## src/rtl/uart_pkg.sv

```systemverilog
// Shared types and helpers for the UART frame transmitter.
// Contents:
//   state_e     transmitter FSM states
//   LINE_IDLE   idle (mark) level of the serial line
//   frame_bits  number of serial bits in one frame
package uart_pkg;

    typedef enum logic [2:0] {
        IDLE,
        START,
        DATA,
        PARITY,
        STOP
    } state_e;

    localparam logic LINE_IDLE = 1'b1;

    // Start bit + payload + optional parity + stop bits.
    function automatic int unsigned frame_bits(input int unsigned data_bits,
                                               input int unsigned stop_bits,
                                               input int unsigned p);
        return 1 + data_bits + p + stop_bits;
    endfunction

endpackage

```

## src/rtl/uart_baud_gen.sv

```systemverilog
// Bit-period timer for the UART transmitter.
// Ports:
//   clk       system clock
//   rst_n     synchronous active-low reset
//   run       count enable; the counter is held at 0 while low
//   bit_tick  high during the last clk cycle of each serial bit
module uart_baud_gen #(
    parameter int unsigned CLKS_PER_BIT = 50
) (
    input  logic clk,
    input  logic rst_n,
    input  logic run,
    output logic bit_tick
);

    localparam int unsigned CW = (CLKS_PER_BIT > 1) ? $clog2(CLKS_PER_BIT) : 1;
    localparam logic [CW-1:0] LAST = CW'(CLKS_PER_BIT - 1);

    logic [CW-1:0] cnt;

    always_ff @(posedge clk) begin
        if (!rst_n || !run) begin
            cnt <= '0;
        end else if (cnt == LAST) begin
            cnt <= '0;
        end else begin
            cnt <= cnt + CW'(1);
        end
    end

    assign bit_tick = run && (cnt == LAST);

endmodule

```

## src/rtl/uart_tx_frame.sv

```systemverilog
// Parametrised UART frame transmitter: start bit, DATA_BITS data bits LSB first,
// optional parity bit, STOP_BITS stop bits.
// Build option: define UART_TX_PARITY_EN to insert a parity bit after the data
// (parity = ^data ^ PARITY_ODD). Without it PARITY_ODD has no effect.
// Ports:
//   clk      system clock
//   rst_n    synchronous active-low reset
//   en       data valid; word accepted when en && ready at a clk edge
//   data     payload, sampled only on acceptance
//   ready    idle and able to accept a word
//   busy     frame on the line
//   tx       serial output, idles high
//   tx_done  one-cycle pulse as the transmitter returns to idle
module uart_tx_frame
    import uart_pkg::*;
#(
    parameter int unsigned CLKS_PER_BIT = 50,
    parameter int unsigned DATA_BITS    = 8,
    parameter int unsigned STOP_BITS    = 1,
    parameter int unsigned PARITY_ODD   = 0
) (
    input  logic                 clk,
    input  logic                 rst_n,
    input  logic                 en,
    input  logic [DATA_BITS-1:0] data,
    output logic                 ready,
    output logic                 busy,
    output logic                 tx,
    output logic                 tx_done
);

    localparam int unsigned BW = $clog2(DATA_BITS + 1);
    localparam logic [BW-1:0] LAST_DATA = BW'(DATA_BITS - 1);
    localparam logic [BW-1:0] LAST_STOP = BW'(STOP_BITS - 1);

    state_e               state;
    logic [DATA_BITS-1:0] shreg;
    logic [BW-1:0]        bit_cnt;
    logic                 bit_tick;
`ifdef UART_TX_PARITY_EN
    logic                 par;
`endif

    uart_baud_gen #(
        .CLKS_PER_BIT(CLKS_PER_BIT)
    ) u_baud (
        .clk     (clk),
        .rst_n   (rst_n),
        .run     (state != IDLE),
        .bit_tick(bit_tick)
    );

    // tx always carries the bit of the current state; it is loaded on the
    // edge that enters the state so each bit lasts one full baud period.
    always_ff @(posedge clk) begin
        if (!rst_n) begin
            state   <= IDLE;
            shreg   <= '0;
            bit_cnt <= '0;
            tx      <= LINE_IDLE;
            ready   <= 1'b1;
            busy    <= 1'b0;
            tx_done <= 1'b0;
`ifdef UART_TX_PARITY_EN
            par     <= 1'b0;
`endif
        end else begin
            tx_done <= 1'b0;
            unique case (state)
                IDLE: begin
                    if (en) begin
                        state   <= START;
                        shreg   <= data;
                        bit_cnt <= '0;
                        tx      <= 1'b0;
                        ready   <= 1'b0;
                        busy    <= 1'b1;
`ifdef UART_TX_PARITY_EN
                        par     <= (^data) ^ (PARITY_ODD != 0);
`endif
                    end else begin
                        tx    <= LINE_IDLE;
                        ready <= 1'b1;
                        busy  <= 1'b0;
                    end
                end
                START: begin
                    if (bit_tick) begin
                        state   <= DATA;
                        tx      <= shreg[0];
                        shreg   <= shreg >> 1;
                        bit_cnt <= '0;
                    end
                end
                DATA: begin
                    if (bit_tick) begin
                        if (bit_cnt == LAST_DATA) begin
                            bit_cnt <= '0;
`ifdef UART_TX_PARITY_EN
                            state   <= PARITY;
                            tx      <= par;
`else
                            state   <= STOP;
                            tx      <= LINE_IDLE;
`endif
                        end else begin
                            tx      <= shreg[0];
                            shreg   <= shreg >> 1;
                            bit_cnt <= bit_cnt + BW'(1);
                        end
                    end
                end
                PARITY: begin
                    if (bit_tick) begin
                        state   <= STOP;
                        tx      <= LINE_IDLE;
                        bit_cnt <= '0;
                    end
                end
                STOP: begin
                    if (bit_tick) begin
                        if (bit_cnt == LAST_STOP) begin
                            state   <= IDLE;
                            bit_cnt <= '0;
                            tx      <= LINE_IDLE;
                            ready   <= 1'b1;
                            busy    <= 1'b0;
                            tx_done <= 1'b1;
                        end else begin
                            bit_cnt <= bit_cnt + BW'(1);
                        end
                    end
                end
                default: begin
                    state <= IDLE;
                    tx    <= LINE_IDLE;
                    ready <= 1'b1;
                    busy  <= 1'b0;
                end
            endcase
        end
    end

endmodule

```

## config.mk

```make
export PLATFORM = sky130hd
export DESIGN_NAME = uart_tx_frame
export DESIGN_NICKNAME = d
export VERILOG_FILES = /design/src/rtl/uart_pkg.sv /design/src/rtl/uart_baud_gen.sv /design/src/rtl/uart_tx_frame.sv
export SDC_FILE = /design/constraint.sdc
export NUM_CORES = 1
export LEC_CHECK = 0
export ABC_CLOCK_PERIOD_IN_PS = 2800
export BUFFER_PORTS_ARGS = -buffer_cell sky130_fd_sc_hd__buf_2
export CORE_MARGIN = 2
export CORE_UTILIZATION = 30
export CTS_CLUSTER_SIZE = 40
export DETAILED_ROUTE_END_ITERATION = 10
export PLACE_DENSITY_LB_ADDON = 0.08
export SYNTH_ARGS = -nofsm -noshare
export SYNTH_HDL_FRONTEND = slang
export SYNTH_HIERARCHICAL = 1
export SYNTH_SLANG_ARGS = --single-unit
```

## constraint.sdc

```tcl
create_clock -name clk -period 2.8 [get_ports clk]
set_input_delay 0.84 -clock clk [delete_from_list [all_inputs] [get_ports clk]]
set_output_delay 0.84 -clock clk [all_outputs]
set_load 0.005 [all_outputs]
```

# Yosys cells after proc, flatten, opt, wreduce, memory -nomap -nowiden
# Index checks and enable logic that the tools add are counted.
# word_totals
register_bits	25
# op_classes
n_addsub	2
n_eq_ne	15
muxes	34
bitwise	1
reduce_logical	18
# op_table
op	count
8-bit 2-to-1 mux	4
4-bit 2-to-1 mux	6
8-bit case mux with 3 select lines	1
3-bit 2-to-1 mux	7
2-bit inequality test (second input constant)	8
4-bit case mux with 4 select lines	1
3-bit case mux with 5 select lines	1
5-bit AND reduction	3
1-bit 2-to-1 mux	11
7-bit AND reduction	1
6-bit by 1-bit adder with 6-bit output (second input constant)	1
3-bit by 2-bit == test with 1-bit output (second input constant)	2
6-bit == test (second input constant)	1
1-bit case mux with 3 select lines	2
3-bit AND reduction	2
3-bit nonzero test	2
1-bit case mux with 5 select lines	1
4-bit by 1-bit adder with 4-bit output (second input constant)	1
4-bit by 3-bit == test with 1-bit output (second input constant)	1
4-bit zero test	1
4-bit nonzero test	1
2-bit OR reduction	2
3-bit by 1-bit == test with 1-bit output (second input constant)	1
3-bit == test (second input constant)	1
other kinds (7)	8

# Depth between registers and ports, before layout
# Gate-level depths: netlist of the first run.
# logic_depth
ltp_word	4
mapped_depth	11

# Cells and area by module
# The synthesis of the first run kept the hierarchy.
# modules_own_cells
module	n_inst	cells_each	area_each_um2	seq_area_each_um2
uart_tx_frame	1	126	1137.3	380.4
uart_baud_gen	1	29	264.0	120.1

# Worst setup path before layout of the first run
# No wires, ideal clock.
# synth_path
kind	register to register
start	reg state[0]
end	reg bit_cnt[1]
arrival_ns	1.884
setup_slack_ns	0.802
stages_incl_launch_ff	11
synth_period_minus_slack_ns	1.998
path_cell_list	dfxtp_1 > buf_6 > buf_6 > or3_1 > inv_1 > nor2_1 > clkbuf_4 > nor2b_1 > a211oi_2 > nor4bb_1 > o21a_1
# synth_via
elab_chain_cells	4
# synth_rtl
item	line_no	rtl
start, declared	uart_tx_frame.sv:36	state_e state;
start signal, assigned	uart_tx_frame.sv:57	state <= IDLE;
start signal, assigned	uart_tx_frame.sv:72	state <= START;
start signal, assigned	uart_tx_frame.sv:89	state <= DATA;
3-bit nonzero test (*)	uart_tx_frame.sv:49	.run (state != IDLE),
1-bit logical AND (*)	uart_baud_gen.sv:31	assign bit_tick = run && (cnt == LAST);
named net bit_tick	uart_tx_frame.sv:39	logic bit_tick;
2-bit by 1-bit inequality test with 1-bit output (no line) / 2-bit inequality test (equally long branches)	n/a	
5-bit AND reduction (no line) (*)	n/a	
end signal, assigned	uart_tx_frame.sv:109	bit_cnt <= bit_cnt + BW'(1);
end signal, assigned	uart_tx_frame.sv:130	bit_cnt <= bit_cnt + BW'(1);
end, declared	uart_tx_frame.sv:38	logic [BW-1:0] bit_cnt;
# The timed path passes the listed nets; every way through them passes the cells marked *.
# A chain may end at the register's enable or synchronous reset.

# Final worst setup path of the first run
# layout_path
start	reg u_baud.cnt[0]
end	reg shreg[7]
# layout_via
elab_chain_cells	4
# layout_rtl
item	line_no	rtl
start, declared	uart_baud_gen.sv:19	logic [CW-1:0] cnt;
start signal, assigned	uart_baud_gen.sv:27	cnt <= cnt + CW'(1);
6-bit == test (*)	uart_baud_gen.sv:31	
1-bit logical AND (*)	uart_baud_gen.sv:31	
named net bit_tick	uart_tx_frame.sv:39	
2-bit inequality test (no line)	n/a	
5-bit AND reduction (no line) (*)	n/a	
end signal, assigned	uart_tx_frame.sv:73	shreg <= data;
end signal, assigned	uart_tx_frame.sv:91	shreg <= shreg >> 1;
end signal, assigned	uart_tx_frame.sv:108	shreg <= shreg >> 1;
end, declared	uart_tx_frame.sv:37	logic [DATA_BITS-1:0] shreg;
# Marked as above.

==> results.md, run 1 <==
- Crit path time final: 2.19 ns
- Fin crit share: 78.2%
- Overflow after GRT: 0
- Avg WL per Cell: 12.5 µm
- Setup TNS: 0 ns
- DP Wirelength: 1.98 mm
- Hold Buf Count CTS: 0
- Worst Tran Pin Value: 0.965 ns
- Number of buffers created by CTS: 3
- All-Layer GR Usage: 11.8%
- Die W: 72.3 µm
- Final ANT Viol Nets: 0
- PortBufs: 14
- Area delta synth->final: 10.4%
- Primary FF master, synth: dfxtp_1
- Max transition margin: 35.7%
- Largest family of logic cells by synthesized area: simple AND/OR/NAND/NOR gates
- Ys async rst share: 0%
- DP Area: 1500 µm²
- Worst-path clk slew: 0.09 ns
- Root Driver: clkbuf_8
- Core area: 4410 µm²
- TritonCTS clock tree: yes
- Final WL: 2.77 mm
- Nets: 185
- # IOs: 15
- Fin. Hold Viols: 0
- Placer congestion estimate: 0.734
- WHS Path Cells: 2
- Vias: 1,125
- Post-CTS Resized: 0
- Hold Path Class: flop to flop
- Post-Synth XOR/XNOR Area: 3.04%
- Worst reg2reg path depth: 7
- Final setup fails: 0
- Req. time, crit path: 2.98 ns
- Worst skew pair latency: 0.27 ns
- Iteration-0 DRC Markers: 67
- Post-synthesis mux area share: 6.43%
- Post-CTS setup buffer count: 0
- Number of global-route vias before repair: 1,048
- Avg Inst Size Synth: 9.04 µm²
- RSZ-0062 raised after global routing: no
- Final instance area: 1550 µm²
- P_leak: 0.000590 µW
- H-tree Lvls: 1
- PD cells: 455 nW/µm²
- Yosys reg bits: 25
- Adder-cell share of the synthesized area: 3.57%
- Starting density of the core: 31.7%
- Clk buf depth: 2
- Post-synth EDFFs: 0
- Min Hold Slack: 0.488 ns
- Critical Path Source Type: flop
- Worst EP arrival: 2.37 ns
- Overall power: 703 µW
- Synth Area in Compound Gates: 18.9%
- Die area: 5230 µm²
- Critical path class: flop to flop
- Layout cells sized above 1: 18.9%
- Gr busiest metal: met2
- Via-per-instance ratio: 5.09
- Routing usage on met3: 1.67%
- Syn_nets: 170
- Drt drc: 0
- Largest net degree at the start of global routing: 22
- Cell Rows: 24
- Warnings, synthesis: 6
- CP max FO: 15
- Cell area after synthesis: 1400 µm²
- Initial antenna violation count: 0
- VDD IR max: 194 µV
- Met1 usage: 16.4%
- Status: completed
- Post-layout util: 35.0%
- Drt first pass iters: 4
- Post-synthesis cell count: 155
- Clk sinks: 25
- Seq/Total Area, Yosys: 35.7%
- Critical path endpoint category: flop
- Met2 GRT Util: 18.0%
- Clock skew: 0.00541 ns
- Count of pins over their slew limit: 0
- Synth cell types: 45
- Die Height: 72.3 µm
- Max_cap viols: 0
- Post-Synth Simple-Gate Area: 25.4%
- Fmax: 457 MHz
- ANT cells: 0
- First-pass GRT wire length: 4.89 mm
## placed cells by master, fill, tap and decap left out, types with 3 or more instances in the layout
cell and instances:
a21oi_1 7, a21oi_2 4, buf_2 14, buf_4 4, clkbuf_8 3, dfxtp_1 25
ha_1 4, inv_1 8, mux2i_1 9, nand2_1 8, nand2b_1 6, nand3_1 9
nand4_1 3, nor2_1 11, nor2b_1 3, o21a_1 3, o21ai_0 6, o21ai_1 4
o22ai_1 4
## registers in the layout, indices dropped and copies added, names as in the netlist
signal      flops
tx_done         1
shreg           8
u_baud/cnt      6
busy            1
bit_cnt         4
state           3
tx              1
ready           1
## cells in the mapped netlist (2+ instances only)
| master | count | share of area (%) |
|---|---|---|
| dfxtp_1 | 25 | 36 |
| a32oi_1 | 2 | 1.3 |
| a21oi_2 | 4 | 2.5 |
| xor2_1 | 2 | 1.3 |
| or3_1 | 2 | 0.89 |
| nand4bb_1 | 2 | 1.6 |
| nor4bb_1 | 2 | 1.4 |
| ha_1 | 4 | 3.6 |
| or2_1 | 2 | 0.89 |
| nand2_1 | 8 | 2.1 |
| a21oi_1 | 7 | 2.5 |
| buf_6 | 4 | 3.2 |
| inv_1 | 8 | 2.1 |
| nand4_1 | 3 | 1.3 |
| o21ai_1 | 4 | 1.4 |
| nor2_1 | 11 | 2.9 |
| nand2b_1 | 6 | 2.7 |
| o21a_1 | 3 | 1.6 |
| buf_2 | 2 | 0.71 |
| nor2b_1 | 3 | 1.3 |
| o21ai_0 | 6 | 2.1 |
| mux2i_1 | 9 | 6.4 |
| o22ai_1 | 4 | 1.8 |
| nand3_1 | 9 | 3.2 |
| and2_1 | 2 | 0.89 |
| o31ai_1 | 2 | 1.1 |
## kinds of logic (layout without fill, tap and decap cells)
kind of cell / count (synthesis) / after routing
and+or+nand+nor: 59 / 59
AOI/OAI and AO/OA: 38 / 38
DFF: 25 / 25
buffers and inverters: 16 / 30
muxes: 9 / 9
adders and majority gates: 4 / 4
xor gates and xnor gates: 4 / 4
## layout make-up
class | instances | area (µm²)
multi-input combinational | 114 | 805
timing repair buffer | 18 | 100
sequential | 25 | 500
clock inverter | 1 | 5.00
tap | 52 | 65.1
fill | 456 | 2870
inverter | 8 | 30.0
clock buffer | 3 | 41.3
## per-stage QoR
step,setup slack (ns),std cells
final,0.610,221
after global routing,0.398,221
after CTS,0.595,221
after detailed placement,0.487,217
after global placement,0.544,217
after floorplan,0.802,155
## metal layers
layer / up-vias / part of all wire (%)
met5: - / 0
met4: 0 / 0.94
met3: 2 / 4.7
met2: 27 / 41
met1: 514 / 53
li1: 582 / -
## critical path, stage by stage (launching register included)
cell and delay, ns:
dfxtp_1 0.41, ha_1 0.20, nand4_1 0.10, nor2_1 0.14
mux2i_1 0.11, o32ai_2 0.79, o22ai_1 0.15, and2_1 0.19
## power by group
group / switching, µW / internal (µW)
clock: 121 / 99.7
sequential: 8.69 / 372
combinational: 57.0 / 44.5
total: 187 / 516
## path summary, 6_finish.rpt
kind	from	to	slack [ns]
worst max-delay path	u_baud/cnt[0]	shreg[7]	0.61
worst min-delay path	tx	tx	0.49
worst max register to register	u_baud/cnt[0]	shreg[7]	0.61
worst min register to register	tx	tx	0.49
Power figures use the tool's default switching activity.
==> run 2, diff against run 1 <==
ABC_AREA = 1   (was not set)
ABC_CLOCK_PERIOD_IN_PS = 2000   (was 2800)
clock period = 2 ns   (was 2.8 ns; I/O delays follow)
==> run 2 against run 1 <==
Critical path depth up 5. Largest power group is now combinational cells. Sequential power up 92%. Sequential share of layout area up 0.13 points. Die area down 2.5%. Register-to-register slack worse by 0.33 ns. Combinational power rose to 10 times the previous value. Area after synthesis down 2.7%. Non-clock buffer count down 2. Maximum frequency up 28%. Largest cell class unchanged. Final cell count up 24%. Synthesized cell count up 32%. Critical endpoint is now bit_cnt[2].
==> results.md, run 2 <==
- Cell area after synthesis: 1360 µm² (was 1400 µm²)
- PortBufs: 14 (unchanged)
- P_leak: 0.000752 µW (was 0.000590 µW)
- Core area: 4350 µm² (was 4410 µm²)
- Worst skew pair latency: 0.27 ns (about the same)
- Reg-to-Reg End: bit_cnt[2] (was shreg[7])
- Largest net degree at the start of global routing: 16 (was 22)
- Drt drc: 0 (unchanged)
- Syn_nets: 219 (was 170)
- Hold EP: shreg[7] (was tx)
- Max reg flops: 8 (unchanged)
- ANT cells: 0 (unchanged)
- Fmax: 582 MHz (was 457 MHz)
- Layout cells sized above 1: 17.6% (was 18.9%)
- Crit path from: state[1] (was u_baud/cnt[0])
- Synth cell types: 24 (was 45)
- Area delta synth->final: 12.9% (was 10.4%)
- First-pass GRT wire length: 5.38 mm (was 4.89 mm)
- Final WL: 2.86 mm (was 2.77 mm)
- DP Wirelength: 2.20 mm (was 1.98 mm)
- Post-synthesis cell count: 204 (was 155)
- Cell Rows: 24 (unchanged)
- Critical path endpoint category: flop (unchanged)
- H-tree Lvls: 1 (unchanged)
- Max_cap viols: 0 (unchanged)
- Synth top area share: 36.7% (was 35.7%)
- Count leader, synth: nand2_1 (was dfxtp_1)
- Clk sinks: 25 (unchanged)
- Worst-path clk slew: 0.09 ns (about the same)
- Yosys reg bits: 25 (unchanged)
- Placer congestion estimate: 0.776 (was 0.734)
- Via-per-instance ratio: 4.33 (was 5.09)
- Hold Path Class: flop to flop (unchanged)
- Overall power: 2050 µW (was 703 µW)
- Avg Inst Size Synth: 6.69 µm² (was 9.04 µm²)
- VDD IR max: 433 µV (was 194 µV)
- Commonest cells in the netlist: nand2_1, nor2_1, dfxtp_1 (was dfxtp_1, nor2_1, mux2i_1, nand3_1)
- Synth top area cells: dfxtp_1, nand2_1, nor2_1 (was dfxtp_1, mux2i_1, ha_1)
- Final ANT Viol Nets: 0 (unchanged)
- Post-layout util: 35.4% (was 35.0%)
- Crit path time final: 1.72 ns (was 2.19 ns)
- Fin crit share: 85.8% (was 78.2%)
- Post-CTS setup buffer count: 0 (unchanged)
- Clk buf depth: 2 (unchanged)
- RSZ-0062 raised after global routing: no (unchanged)
- CP max FO: 5 (was 15)
- Nets: 238 (was 185)
- Die W: 71.4 µm (was 72.3 µm)
- Critical Path Source Type: flop (unchanged)
- Initial antenna violation count: 0 (unchanged)
- Avg WL per Cell: 10.4 µm (was 12.5 µm)
- Hold Buf Count CTS: 0 (unchanged)
- Final setup fails: 0 (unchanged)
- Seq/Total Area, Yosys: 36.7% (was 35.7%)
- Die area: 5100 µm² (was 5230 µm²)
- Placed Cells: 270 (was 217)
- PD cells: 1330 nW/µm² (was 455 nW/µm²)
- Worst r2r src: state[1] (was u_baud/cnt[0])
- Finished Layout Cells: 274 (was 221)
- TritonCTS clock tree: yes (unchanged)
- Min Hold Slack: 0.471 ns (was 0.488 ns)
- Most common cell after layout, fill and taps aside: nand2_1 (was dfxtp_1)
- Fin. Hold Viols: 0 (unchanged)
- Worst Tran Pin Value: 0.242 ns (was 0.965 ns)
- Warnings, synthesis: 6 (unchanged)
- Ys async rst share: 0% (unchanged)
- Drt first pass iters: 2 (was 4)
- Req. time, crit path: 2.21 ns (was 2.98 ns)
- All-Layer GR Usage: 13.1% (was 11.8%)
- Number of buffers created by CTS: 3 (unchanged)
- Worst EP arrival: 1.93 ns (was 2.37 ns)
- Status: completed (unchanged)
- Number of global-route vias before repair: 1,199 (was 1,048)
- Hold Startpoint: shreg[7] (was tx)
- Iteration-0 DRC Markers: 47 (was 67)
- Primary FF master, synth: dfxtp_1 (unchanged)
- Critical path class: flop to flop (unchanged)
- WHS Path Cells: 2 (unchanged)
- Starting density of the core: 31.3% (was 31.7%)
- Root Driver: clkbuf_8 (unchanged)
- Worst reg2reg path depth: 12 (was 7)
- R2R setup slack: 0.28 ns (was 0.61 ns)
- Post-synth EDFFs: 0 (unchanged)
- Yosys top cell by area: dfxtp_1 (unchanged)
- Setup TNS: 0 ns (unchanged)
- # IOs: 15 (unchanged)
- Top flop regs: shreg x8, u_baud/cnt x6, bit_cnt x4 (unchanged)
- Die Height: 71.4 µm (was 72.3 µm)
- Overflow after GRT: 0 (unchanged)
- Largest Register: shreg (unchanged)
- Max transition margin: 83.7% (was 35.7%)
- Clock skew: 0.00890 ns (was 0.00541 ns)
- Most frequent cells in the layout: nand2_1, nor2_1, dfxtp_1 (was dfxtp_1, buf_2, nor2_1)
- Post-CTS Resized: 0 (unchanged)
- Count of pins over their slew limit: 0 (unchanged)
- Vias: 1,186 (was 1,125)
==> run 2: cell count changes in the layout (fill, tap and decap cells not counted), moves of 4 or more <==
cell / delta
inv_1: +16
o22ai_1: -4
mux2i_1: -9
nand2_1: +50
nor2_1: +27
o21ai_1: -4
inv_2: +4
nand2b_1: -6
nand3_1: +5
nand2_2: +4
==> run 2: worst max-delay path by stage <==
stage / to / depth (start not counted) / slack (ns)
after floorplan: bit_cnt[2] / 11 / 0.51
after global placement: bit_cnt[2] / 12 / 0.27
after detailed placement: bit_cnt[2] / 12 / 0.27
after CTS: bit_cnt[2] / 12 / 0.25
after global routing: bit_cnt[2] / 11 / 0.01
final: bit_cnt[2] / 12 / 0.28
==> run 2: cell families after synthesis <==
group / Yosys count / synth area share (%)
XOR/XNOR: 4 / 2.57
AO/OA/AOI/OAI: 14 / 5.78
buffers and inverters: 30 / 9.17
adder cells (fa/ha/maj): 4 / 3.67
flip-flops: 25 / 36.7
AND/OR/NAND/NOR: 127 / 42.1
==> run 2: power breakdown <==
group          leakage (µW)  switching, µW  internal, µW  total, µW
combinational      0.000521            660           356       1020
clock             0.0000255            162           139        301
sequential         0.000205           97.0           635        732
==> run 2: layout make-up <==
| type | instances | area (µm²) |
|---|---|---|
| fillers | 492 | 2810 |
| multi-input cells | 149 | 738 |
| flip-flops and latches | 25 | 500 |
| inverters | 28 | 105 |
| repair buffers | 16 | 85.1 |
| well taps | 52 | 65.1 |
| clock buffers | 3 | 41.3 |
| clock inverters | 1 | 5.00 |
==> run 2: metrics by stage <==
step,area (µm²),setup slack [ns]
CTS,1540,0.247
detailed placement,1490,0.270
floorplan,1360,0.509
global placement,1490,0.274
global route,1540,0.00968
finish,1540,0.283
==> run 2: metal layers <==
metal	global-route usage, %	up-vias	wire length (µm)
met1	16.9	510	1420
met5	0	-	0
met3	3.23	2	101
met2	22.3	13	1320
li1	-	661	-
met4	2.52	0	19
==> run 2: worst max-delay path: stages, from the launching register on <==
cell	delay (ns)
dfxtp_1	0.44
nor2_2	0.10
nand2_1	0.13
inv_1	0.05
nor2_1	0.14
inv_1	0.12
o21ai_0	0.20
nand3_2	0.15
inv_2	0.13
nand2_1	0.06
nand2_1	0.05
inv_1	0.03
nor2_1	0.06
